**config.mk**
```make
export PLATFORM = sky130hd
export DESIGN_NAME = register_reader
export DESIGN_NICKNAME = d
export VERILOG_FILES = /design/src/rtl/register_reader.sv
export SDC_FILE = /design/constraint.sdc
export NUM_CORES = 1
export LEC_CHECK = 0
export ABC_AREA = 1
export BUFFER_PORTS_ARGS = -buffer_cell sky130_fd_sc_hd__buf_2
export CORE_AREA = 5 5 42 44
export CTS_CLUSTER_DIAMETER = 200
export DETAILED_ROUTE_END_ITERATION = 6
export DIE_AREA = 0 0 47 49
export PLACE_DENSITY = 0.77
export SYNTH_ARGS = -nofsm -noshare
export SYNTH_HDL_FRONTEND = slang
export SYNTH_SLANG_ARGS = --single-unit
export TNS_END_PERCENT = 5
```
**constraint.sdc**
```tcl
create_clock -name clk_i -period 1.8 [get_ports clk_i]
set_clock_uncertainty 0.05 [all_clocks]
set_input_delay 0.45 -clock clk_i [delete_from_list [all_inputs] [get_ports clk_i]]
set_output_delay 0.45 -clock clk_i [all_outputs]
set_load 0.01 [all_outputs]
```
**src/rtl/register_reader.sv**
```systemverilog
// register_reader: loads a parallel word and shifts it out MSB first, one bit per enabled clock edge.
//
// Ports:
//   clk_i        rising-edge clock
//   rst_i        asynchronous active-high reset
//   start_i      frame request, sampled only in IDLE
//   d_i          parallel word captured when the frame is accepted
//   en_i         shift enable, one bit consumed per rising edge while high
//   ser_o        current serial bit, MSB first
//   ser_valid_o  ser_o is valid this cycle
//   last_o       current bit is the final bit of the frame
//   busy_o       high in any state other than IDLE
//   done_o       one-cycle pulse after the final bit is consumed
//
// Build option: define REGISTER_READER_PARITY_EN to append an even-parity bit to every frame.
module register_reader #(
    parameter int SIZE = 8
) (
    input  logic            clk_i,
    input  logic            rst_i,
    input  logic            start_i,
    input  logic [SIZE-1:0] d_i,
    input  logic            en_i,
    output logic            ser_o,
    output logic            ser_valid_o,
    output logic            last_o,
    output logic            busy_o,
    output logic            done_o
);
    // SIZE = 1 still needs a one-bit counter that simply stays at zero.
    localparam int CW = SIZE > 1 ? $clog2(SIZE) : 1;

    typedef enum logic [1:0] {
        IDLE   = 2'd0,
        SHIFT  = 2'd1,
`ifdef REGISTER_READER_PARITY_EN
        PARITY = 2'd2,
`endif
        DONE   = 2'd3
    } state_t;

    state_t          state, state_n;
    logic [SIZE-1:0] sh;
    logic [CW-1:0]   cnt;
`ifdef REGISTER_READER_PARITY_EN
    logic            par;
`endif

    always_ff @(posedge clk_i or posedge rst_i) begin
        if (rst_i) state <= IDLE;
        else       state <= state_n;
    end

    always_ff @(posedge clk_i or posedge rst_i) begin
        if (rst_i) begin
            sh  <= '0;
            cnt <= '0;
`ifdef REGISTER_READER_PARITY_EN
            par <= 1'b0;
`endif
        end else if (state == IDLE && start_i) begin
            sh  <= d_i;
            cnt <= CW'(SIZE - 1);
`ifdef REGISTER_READER_PARITY_EN
            par <= ^d_i;
`endif
        end else if (state == SHIFT && en_i) begin
            sh  <= sh << 1;
            cnt <= cnt - CW'(1);
        end
    end

    always_comb begin
        state_n     = state;
        ser_o       = 1'b0;
        ser_valid_o = 1'b0;
        last_o      = 1'b0;
        busy_o      = state != IDLE;
        done_o      = 1'b0;
        case (state)
            IDLE: state_n = start_i ? SHIFT : IDLE;
            SHIFT: begin
                ser_o       = sh[SIZE-1];
                ser_valid_o = en_i;
`ifdef REGISTER_READER_PARITY_EN
                state_n     = (en_i && cnt == '0) ? PARITY : SHIFT;
`else
                last_o      = cnt == '0;
                state_n     = (en_i && cnt == '0) ? DONE : SHIFT;
`endif
            end
`ifdef REGISTER_READER_PARITY_EN
            PARITY: begin
                ser_o       = par;
                ser_valid_o = en_i;
                last_o      = 1'b1;
                state_n     = en_i ? DONE : PARITY;
            end
`endif
            DONE: begin
                done_o  = 1'b1;
                state_n = IDLE;
            end
            default: state_n = IDLE;
        endcase
    end
endmodule

```
==> metrics.log <==
INFO  metric htree_num_levels = 1
INFO  metric setup_viol_count_final = 0
INFO  metric cp-end-kind = output port
INFO  metric seq_area_frac_synth = 0.482
INFO  metric min-delay-path-class = input port to asynchronous set/reset pin
INFO  metric reg2reg_slack = 0.59 ns
INFO  metric grt_pass1_wl = 2300 um
INFO  metric rsz0062_at_grt = no
INFO  metric dieWidth = 47 um
INFO  metric die_height = 49 um
INFO  metric initial_antenna_violation_count = 0
INFO  metric power_per_cell_area = 1300 mW/mm^2
INFO  metric stdcell_count = 120
INFO  metric worst_path_fanout_max = 3
INFO  metric pin_count_of_the_biggest_net_entering_global_routing = 14
INFO  metric irDropWorstVdd = roughly 650 uV
INFO  metric timing.setup.tns = 0 ns
INFO  metric final_nets = 119
INFO  metric timing_worst_slew_pin_value = just under 0.5 ns
INFO  metric vias_per_cell = 4.85
INFO  metric tritoncts = done
INFO  metric numPlacedInstances = about 120
INFO  metric met1_usage = 0.189
INFO  metric clkSlewWorstSetupHoldPaths = roughly 0.08 ns
INFO  metric grtUsageTotal = 0.139
INFO  metric timing.fmax = 585 MHz
INFO  metric cts_made_buffers = 3
INFO  metric critical_path_class = flop to output port
INFO  metric synthesis.area = just under 700 sq um
INFO  metric required_time_of_the_worst_setup_path = between 1 and 1.5 ns
INFO  metric gr-max-usage-layer = met2
INFO  metric status = completed
INFO  metric floorplan.core_area = roughly 0.0014 sq mm
INFO  metric cts_sinks = 13
INFO  metric floorplan_row_count = 14
INFO  metric boundaryPins = 17
INFO  metric arrival_time_at_the_worst_endpoint = ~1.2 ns
INFO  metric clockRootBuffer = clkbuf_4
INFO  metric drtIter0Drc = 14
INFO  metric cap_viol_max_count = 0
INFO  metric cp-start-kind = flop
INFO  metric fin_crit = ~1.7 ns
INFO  metric worst_setup_path_endpoint = last_o
INFO  metric wire_per_inst = around 11 um
INFO  metric cts_hold_buffers = 0
INFO  metric ratio_of_cells_with_drive_above_1_in_the_final_layout = 0.269
INFO  metric antenna_cells_inserted = 0
INFO  metric power.static_leakage = 0.458 nW
INFO  metric final_antenna_net_count = 0
INFO  metric clkLatencyLatePin = around 0.27 ns
INFO  metric first_global_vias = 543
INFO  metric synth_cell_types = 15
INFO  metric globalRouteOverflowTotal = 0
INFO  metric dr_total_vias = between 500 and 600
INFO  metric wl = 1320 um
INFO  metric ys_seq_elements = 13
INFO  metric setup.worst_path.start = cnt[0]
INFO  metric met2_usage = 0.195
INFO  metric drt_pass1_iterations = 6
INFO  metric timing.rr.end = sh[2]
INFO  metric slew_headroom = 0.672
INFO  metric synth.net_count = 98
INFO  metric slew_violations = 0
INFO  metric detail_route.drc_violations = 0
INFO  metric timing.rr.start = state[0]
INFO  metric place_congestion = slightly below 0.8
INFO  metric syn_area_per_cell = about 8 sq um
INFO  metric flow.area_growth_from_synthesis = 18.7%
INFO  metric numPortBuffers = 16
INFO  metric die_area = approximately 0.0023 sq mm
INFO  metric grt.met3_usage = 0.0332
INFO  metric start_util = 0.481
INFO  metric worst-r2r-cell-count = 5
INFO  metric synthesis.instances = 84
INFO  metric post_cts_buffers = 0
INFO  metric post-route-period-util = 0.950
INFO  metric cts_max_path_buffers = 2
INFO  metric post_cts_resized = 0
INFO  metric finalHoldViolCount = 0
INFO  metric hpwl_reported_at_the_end_of_detailed_placement = ~970 um
INFO  metric ys_warn_count = 0
==> kinds of logic (layout without fill, tap and decap cells) <==
family / count (synthesis) / in the layout / synth area share
and+or+nand+nor: 55 / 55 / 0.391
buffers and inverters: 14 / 34 / 0.0890
DFF: 13 / 13 / 0.482
adders and majority gates: 2 / 2 / 0.0371
==> flip-flops by register name, indices dropped and copies added, names as in the netlist <==
signal	count
cnt	3
sh	8
state	2
==> through the flow <==
step	util	hold WS [ns]	setup WS, ns	instance area (sq um)	power, W
floorplan	-	0.277	0.435	674	0.000755
global placement	0.550	0.414	0.318	771	0.000852
detailed placement	0.550	0.434	0.308	771	0.000865
CTS	0.569	0.146	0.00675	797	0.00105
global route	0.571	0.165	0.00205	801	0.00114
finish	0.571	0.127	0.0907	801	0.00104
==> power breakdown <==
group	switching, W	leakage [nW]	total, W	internal, W
Combinational	0.000235	0.279	0.000396	0.000161
Clock	0.0000955	0.0150	0.000181	0.0000860
Sequential	0.0000666	0.164	0.000464	0.000398
==> worst min path at each step <==
stage,endpoint,cells past startpoint
floorplan,cnt[0],1
global placement,cnt[0],2
detailed placement,sh[7],2
CTS,sh[1],2
global route,cnt[1],2
finish,sh[5],2
==> synth_stat cells <==
cell type / instances / share of area
nand3_1: 14 / 0.10
nand2_4: 1 / 0.017
nand3_4: 1 / 0.026
nand3b_1: 1 / 0.011
dfrtp_1: 13 / 0.48
nor2_1: 9 / 0.050
buf_6: 1 / 0.017
clkinv_1: 1 / 0.0056
nor2_2: 2 / 0.019
inv_2: 1 / 0.0056
nand2_1: 23 / 0.13
nand2_2: 1 / 0.0093
nand4_1: 3 / 0.028
inv_1: 11 / 0.061
ha_1: 2 / 0.037
==> worst max-delay path: stages, from the launching register on <==
cell and delay, ns:
dfrtp_1 0.39, inv_1 0.10, ha_1 0.15, nand2_1 0.06
nor2_1 0.10, buf_2 0.13
==> placed cells by master (no fill, tap or decap) <==
cell type / n
inv_2: 1
nand3b_1: 1
buf_4: 1
dfrtp_1: 12
nand3_4: 1
nand4_1: 3
inv_1: 11
nor2_2: 3
dfrtp_2: 1
buf_2: 16
clkbuf_4: 3
ha_1: 2
clkinv_1: 1
nand2_4: 1
clkbuf_1: 1
nand2_2: 1
nand3_1: 14
nand2_1: 23
nor2_1: 8
==> metal layers <==
metal	part of all wire	vias to the layer above
met5	0	-
met4	0.032	0
met3	0.052	5
met2	0.48	17
met1	0.43	259
li1	-	301
==> area by class of cell <==
type                    instances  area, sq um
inverters                      13         48.8
fillers                       145          601
well taps                      16         20.0
flip-flops and latches         13          327
clock buffers                   4         26.3
multi-input cells              57          292
repair buffers                 17         87.6
Note: power is estimated with default switching activity, not from simulation.
